## src/rtl/button_press_capture.sv

```systemverilog
// ---------------------------------------------------------------------------
// button_press_capture
//
// Turns a raw push-button into a processor-readable event register. The raw
// level is synchronized (2 flops), debounced, and every accepted press sets
// a sticky pending flag and bumps a saturating press counter. The processor
// reads the event word on buttonPressed and acknowledges it by writing
// register ACK_REG through the regfile write port (zero data also clears
// the counter).
//
// Optional build macro: LIGHT_TOGGLE_EN
//   defined   : light is a toggle flop inverted on every accepted press
//   undefined : light follows the debounced button level
//
// Parameters:
//   DEBOUNCE_CYCLES : consecutive stable synchronized samples to accept a
//                     level change (>= 1)
//   CNT_WIDTH       : press counter width (1..15)
//   ACK_REG         : regfile index whose write acknowledges the event
//
// Ports:
//   clock            in   system clock, rising edge
//   reset            in   asynchronous active-high reset
//   button_raw       in   asynchronous raw button level, 1 = pressed
//   ctrl_writeEnable in   regfile write enable
//   ctrl_writeReg    in   [4:0] regfile write index
//   data_writeReg    in   [31:0] regfile write data
//   buttonPressed    out  [31:0] {pending, zeros, press_count}
//   light            out  indicator LED
//   press_pulse      out  one-cycle strobe per accepted press
// ---------------------------------------------------------------------------
module button_press_capture #(
    parameter int         DEBOUNCE_CYCLES = 4,
    parameter int         CNT_WIDTH       = 8,
    parameter logic [4:0] ACK_REG         = 5'd2
) (
    input  logic        clock,
    input  logic        reset,
    input  logic        button_raw,
    input  logic        ctrl_writeEnable,
    input  logic [4:0]  ctrl_writeReg,
    input  logic [31:0] data_writeReg,
    output logic [31:0] buttonPressed,
    output logic        light,
    output logic        press_pulse
);

    localparam int                   DB_W    = (DEBOUNCE_CYCLES > 1) ? $clog2(DEBOUNCE_CYCLES) : 1;
    localparam logic [DB_W-1:0]      DB_LAST = DB_W'(DEBOUNCE_CYCLES - 1);
    localparam logic [CNT_WIDTH-1:0] CNT_MAX = '1;

    logic                 r_sync1;
    logic                 r_sync2;
    logic                 r_deb;
    logic [DB_W-1:0]      r_db_cnt;
    logic [CNT_WIDTH-1:0] r_press_count;
    logic                 r_pending;
    logic                 r_press_pulse;

    logic                 w_mismatch;
    logic                 w_settle;
    logic                 w_accept;
    logic                 w_ack;
    logic                 w_ack_clear;
    logic [CNT_WIDTH-1:0] w_count_next;
    logic                 w_pending_next;

    // Debounce decisions: a level change is taken only after the synchronized
    // input has disagreed with the debounced level for DEBOUNCE_CYCLES edges.
    assign w_mismatch  = (r_sync2 != r_deb);
    assign w_settle    = w_mismatch && (r_db_cnt == DB_LAST);
    assign w_accept    = w_settle && r_sync2;   // only the 0->1 change is a press

    assign w_ack       = ctrl_writeEnable && (ctrl_writeReg == ACK_REG) && (ACK_REG != 5'd0);
    assign w_ack_clear = w_ack && (data_writeReg == 32'd0);

    // A press accepted on the same edge as an ack wins: the event stays
    // pending, and a clearing ack leaves exactly this one press counted.
    always_comb begin
        // NOTE: every comb output gets a default first so no path can infer a latch.
        w_count_next   = r_press_count;
        w_pending_next = r_pending;
        if (w_accept) begin
            w_pending_next = 1'b1;
            if (w_ack_clear)
                w_count_next = CNT_WIDTH'(1);
            else if (r_press_count != CNT_MAX)
                w_count_next = r_press_count + CNT_WIDTH'(1);
        end else if (w_ack) begin
            w_pending_next = 1'b0;
            if (w_ack_clear)
                w_count_next = '0;
        end
    end

    // NOTE: state uses non-blocking assignments so all flops sample the old values together.
    always_ff @(posedge clock or posedge reset) begin
        if (reset) begin
            r_sync1 <= 1'b0;
            r_sync2 <= 1'b0;
        end else begin
            r_sync1 <= button_raw;
            r_sync2 <= r_sync1;
        end
    end

    always_ff @(posedge clock or posedge reset) begin
        if (reset) begin
            r_deb    <= 1'b0;
            r_db_cnt <= '0;
        end else if (!w_mismatch) begin
            r_db_cnt <= '0;
        end else if (w_settle) begin
            r_deb    <= r_sync2;
            r_db_cnt <= '0;
        end else begin
            r_db_cnt <= r_db_cnt + DB_W'(1);
        end
    end

    always_ff @(posedge clock or posedge reset) begin
        if (reset) begin
            r_press_count <= '0;
            r_pending     <= 1'b0;
            r_press_pulse <= 1'b0;
        end else begin
            r_press_count <= w_count_next;
            r_pending     <= w_pending_next;
            r_press_pulse <= w_accept;
        end
    end

`ifdef LIGHT_TOGGLE_EN
    logic r_light;

    always_ff @(posedge clock or posedge reset) begin
        if (reset)
            r_light <= 1'b0;
        else if (w_accept)
            r_light <= ~r_light;
    end

    assign light = r_light;
`else
    assign light = r_deb;
`endif

    // Output word is built only from registered state.
    assign buttonPressed = {r_pending, {(31-CNT_WIDTH){1'b0}}, r_press_count};
    assign press_pulse   = r_press_pulse;

endmodule

```

## config.mk

```make
export PLATFORM = sky130hd
export DESIGN_NAME = button_press_capture
export DESIGN_NICKNAME = d
export VERILOG_FILES = /design/src/rtl/button_press_capture.sv
export SDC_FILE = /design/constraint.sdc
export NUM_CORES = 1
export LEC_CHECK = 0
export ABC_AREA = 1
export BUFFER_PORTS_ARGS = -buffer_cell sky130_fd_sc_hd__buf_2
export CAP_MARGIN = 20
export CORE_ASPECT_RATIO = 0.75
export CORE_MARGIN = 2
export CORE_UTILIZATION = 45
export DETAILED_ROUTE_END_ITERATION = 10
export GPL_ROUTABILITY_DRIVEN = 0
export GPL_TIMING_DRIVEN = 0
export PLACE_DENSITY = 0.93
export REMOVE_ABC_BUFFERS = 1
export SLEW_MARGIN = 20
export SYNTH_ARGS = -nofsm -noshare
export SYNTH_HDL_FRONTEND = slang
export SYNTH_SLANG_ARGS = --single-unit
```

## constraint.sdc

```tcl
create_clock -name clock -period 3.1 [get_ports clock]
set_clock_uncertainty 0.15 [all_clocks]
set_input_delay 0.62 -clock clock [delete_from_list [all_inputs] [get_ports clock]]
set_output_delay 0.62 -clock clock [all_outputs]
set_load 0.02 [all_outputs]
```

# Word-level counts from Yosys, hierarchy flattened
# Index checks and enable logic that the tools add are counted.
[totals]
reg_bits = 15
input_bits = 41
output_inout_bits = 34
wordCells = 32
[op_classes]
addsub = 2
n_eq_ne = 4
mux = 9
reduce_logical = 10
[op_table]
columns = ["cell", "n"]
rows = [
  ["$mux 8", 5],
  ["$logic_not 32->1", 1],
  ["$add 8x1->8 const B", 1],
  ["$ne 8x8->1 const B", 1],
  ["$reduce_bool 2->1", 3],
  ["$eq 5x2->1 const B", 1],
  ["$logic_and 1x1->1", 4],
  ["$mux 2", 2],
  ["$reduce_and 3->1", 1],
  ["$add 2x1->2 const B", 1],
  ["$eq 2x2->1 const B", 1],
  ["$mux 1", 2],
  ["$reduce_and 2->1", 1],
  ["$ne 1x1->1", 1],
]

# Depth between registers and ports, before layout
[logic_depth]
ltp_word = 6
ltp_mapped = 11
mapped_depth_nobuf = 11

# Least setup slack after synthesis
# No wires, ideal clock.
[synth_path]
path_kind = "input-to-reg"
from = "input port data_writeReg[15]"
to = "register r_press_count[4]"
setup_time_ps = 118
arrival_time_ps = 1423
required_ps = 2832
setup_slack_ps = 1409
stages = 8
path_buffers = 1
path_cell_list = "nor2_1 nand2_1 nor2_2 nand3_2 or2_1 buf_6 nand3_1 nand2_1"
[synth_between]
elab_chain_cells = 4
elab_cells_between_ends = 7
cone_classes = "mux: 2; reduce/logical: 5"
[synth_lines]
columns = ["element", "line", "text"]
rows = [
  ["start, declared", "42", "input logic [31:0] data_writeReg,"],
  ["$logic_not 32->1 *", "75", "assign w_ack_clear = w_ack && (data_writeReg == 32'd0);"],
  ["$logic_and 1x1->1 *", "75", ""],
  ["$reduce_bool 2->1 (no line) / $mux 8 (equally long branches)", "--", ""],
  ["$reduce_and 3->1 (no line) / $mux 8 (equally long branches)", "--", ""],
  ["end signal, assigned", "127", "r_press_count <= w_count_next;"],
  ["end, declared", "56", "logic [CNT_WIDTH-1:0] r_press_count;"],
]
# Every way passes the cells marked *; elsewhere a longest branch is shown, timed or not.
# A chain may end at the register's enable or synchronous reset.

# Final worst setup path
[layout_path]
from = "register r_press_count[4]"
to = "output port buttonPressed[4]"
[layout_rtl]
columns = ["element", "line", "text"]
rows = [
  ["end, declared", "43", "output logic [31:0] buttonPressed,"],
]
# No word-level cell between the ends.

==> impl.org <==
** Drt
- Post-detailed-route count of antenna-violating nets :: 0
- Detailed-route wire length per cell :: 9.42 um
- For this run, design rule violations remaining after detail routing come to 0.
- Drt first-iter violations :: 22
- Using the TritonRoute via totals, the vias-per-cell ratio works out to 4.40.
- First-pass detailed-route iteration total :: 4
- After detailed routing, the total wire length is 2.24 mm.
- Via total after detailed routing :: 1047

** Worst setup path
- The worst register-to-register path has a depth of 10.
- Together, buffers and inverters on the worst path number 1.
- In this run the worst setup path begins at r_press_count[4].
- For the worst setup path, the data required time is 2330 ps.
- Reg2Reg Setup Slack :: 1380 ps
- Data arrives at the worst endpoint at 990 ps.
- Critical-path maximum fanout :: 8
- In this design, the stage delay of the slowest critical-path cell is 490 ps.
- R2R Path Start :: r_press_count[0]
- Type of element launching the critical path :: flop
- In this run the critical register-to-register path is captured at r_press_count[7].
- CP endpoint kind :: output port
- The critical path goes through buf_2.
- Category of the critical setup timing path :: flop to output port
- The kind of cell with the highest combined delay along the critical path is flip-flops.
- Endpoint of the most critical setup path :: buttonPressed[4]
- In this run the number of cells on the critical path is 1.
- Critical path's slowest cell :: dfrtp_1

** Power
- In this run the static leakage power is 0.734 nW.
- Ratio of total power to cell area :: 383 mW/mm^2
- Maximum ir drop on the vdd rail :: 319 uV
- The completed layout was analyzed and its total power is 0.000512 W.

** Clock network
- In this run the post-CTS setup repair buffer count came out at 0.
- In this run the number of H-tree levels came out at 1.
- Hold bufs inserted after CTS :: 0
- Quantity of gates resized following cts :: 0
- The root buffer cell chosen for the clock tree is clkbuf_4.
- TritonCTS built the clock tree.
- After clock tree synthesis, the clock-pin slew on the worst setup and hold paths is 90 ps.
- The longest clock path from root to sink contains 2 buffers.
- For the worst-skew pair, the clock arrives at the later sink with an insertion delay of 280 ps.
- For this design, the sink count on the clock tree is 15.
- The number of clock buffers added by TritonCTS is 3.

** Hold path
- The min-delay analysis places its worst path in the category flop to flop.

** Logic synthesis
- Yosys instantiated no cell more often than nor2_1.
- Total standard cell area after synthesis :: 0.00112 sq mm
- In this run, synthesis inferred 0 flip-flops with an integrated enable.
- The Yosys step of the flow raised 0 warnings.
- Seq/Total Area, Yosys :: 33.4%
- Synthesized area per cell :: 7.39 sq um
- Cell taking the most area after synthesis :: dfrtp_1
- Among all flip-flop cells after synthesis, the most frequent one is dfrtp_1.
- The synthesized netlist contains 26 unique library cells.
- Cell types with the largest area share after synthesis :: dfrtp_1 33%, buf_4 16%, nor2_1 9.4%
- The commonest cells after synthesis are 28 x nor2_1, 26 x nand2_1, 24 x buf_4.
- Synthesis produced 152 cells.
- Post-synthesis sequential element count :: 15
- Share of synthesized flip-flops with an asynchronous set or reset :: 100%
- Area share of the leading cell type in the synthesized netlist :: 33.4%

** STA
- For the final routed database, the setup TNS stands at 0 ps.
- The hold violation count in the final report was 0.
- Max Transition Viols Final :: 0
- Setup violations remaining at the end of the flow were counted as 0.
- The final critical path takes up 56.8% of the cycle.
- At the pin with the least slew margin, the transition time is 585 ps.
- Worst slew slack as a fraction of its limit :: 60.9%
- Timing would allow up to 0.568 GHz.
- Setup repair after global routing left no endpoint under its margin.
- For the finished layout, the period the worst path requires is 1760 ps.

** Final layout
- N_diodes :: 0
- Share of layout cells above drive strength 1 :: 34.8%
- Relative to the synthesized area, the layout overhead comes to 19.2%.
- Net count, final :: 248
- Fin area :: 0.00134 sq mm
- Cells fill 57.5% of the core in the end.

** Die
- Die outline height :: 47.3 um
- Core ar. :: 0.00233 sq mm
- Initial standard-cell utilization of the core :: 48.3%
- The floorplan step set the die width to 61.7 um.
- The floorplan has 15 rows.
- Number of top-level pins :: 75
- The die covers 0.00292 sq mm.

** Global route
- Via count of the first global-routing pass :: 832
- The initial antenna violation count came to 0.
- Global-route wire length before repair :: 3.27 mm
- Entering global routing, the biggest net connects 16 pins.
- Overflow left after global routing :: 0
- Total GRT Usage :: 15.7%

** Outcome
- The flow ran to the end, and the final reports show no timing, DRC or antenna violations.

** Placement
- Count of buffers inserted at the top-level ports :: 51
- HPWL after detailed placement :: 1.78 mm
- Dpl cell area :: 0.00131 sq mm

** Flow run
- The tool flagged a number of max-cap violations equal to 0.
## state kept, by name, indices dropped and copies added (netlist names)
| name | cells |
|---|---|
| r_press_count | 8 |
| r_db_cnt | 2 |
| light | 1 |
| press_pulse | 1 |
| r_pending | 1 |
| r_sync1 | 1 |
| r_sync2 | 1 |
## report_power, final
group,internal (W),total (W),switching [W]
Sequential,0.000224,0.000247,0.0000233
Combinational,0.0000563,0.000153,0.0000965
Clock,0.0000499,0.000112,0.0000621
Total,0.000330,0.000512,0.000182
## routing by layer
metal	up-vias	part of all wire, %	track usage (%)	wire length (um)
met1	461	44	18.5	984
li1	533	-	-	-
met4	0	0.76	3.83	17
met2	51	45	28.0	999
met3	2	11	5.23	241
met5	-	0	0	0
## worst min-delay path by stage
stage / from / to / slack (ps) / cells past startpoint
after detailed placement: r_sync1 / r_sync2 / 190 / 0
after floorplan: r_sync1 / r_sync2 / 180 / 0
after CTS: r_sync1 / r_sync2 / 210 / 0
after global placement: r_sync1 / r_sync2 / 190 / 0
after global routing: r_sync1 / r_sync2 / 220 / 0
final: r_sync1 / r_sync2 / 200 / 0
## metrics by stage
stage | cells | hold WS (ps) | setup slack (ps)
2_1_floorplan | 149 | 181 | 1430
3_3_place_gp | 234 | 187 | 1220
3_5_place_dp | 234 | 187 | 1210
4_1_cts | 238 | 207 | 1330
5_1_grt | 238 | 225 | 1240
6_report | 238 | 204 | 1340
## cell type report
class / count / area [sq um]
multi-input cells: 121 / 591
repair buffers: 51 / 255
flip-flops and latches: 15 / 375
inverters: 13 / 48.8
well taps: 34 / 42.5
fillers: 229 / 988
clock buffers: 4 / 26.3
## cells in the final DEF, fill, tap and decap left out, drive strengths merged
master / n
buf: 51
clkbuf: 4
clkinv: 2
conb: 23
dfrtp: 15
ha: 2
inv: 11
nand2: 31
nand3: 9
nand4: 6
nor2: 36
nor3: 1
o2111ai: 1
o21ai: 6
o21bai: 1
or2: 3
xnor2: 1
xor2: 1
## logic make-up after synthesis
kind of cell	Yosys count	synth area share, %
AO/OA/AOI/OAI	8	4.12
XOR/XNOR	2	1.56
adder cells (fa/ha/maj)	2	2.23
buffers and inverters	38	21.4
flip-flops	15	33.4
other	1	0.334
AND/OR/NAND/NOR	86	37.0
Note: power is estimated with default switching activity, not from simulation.
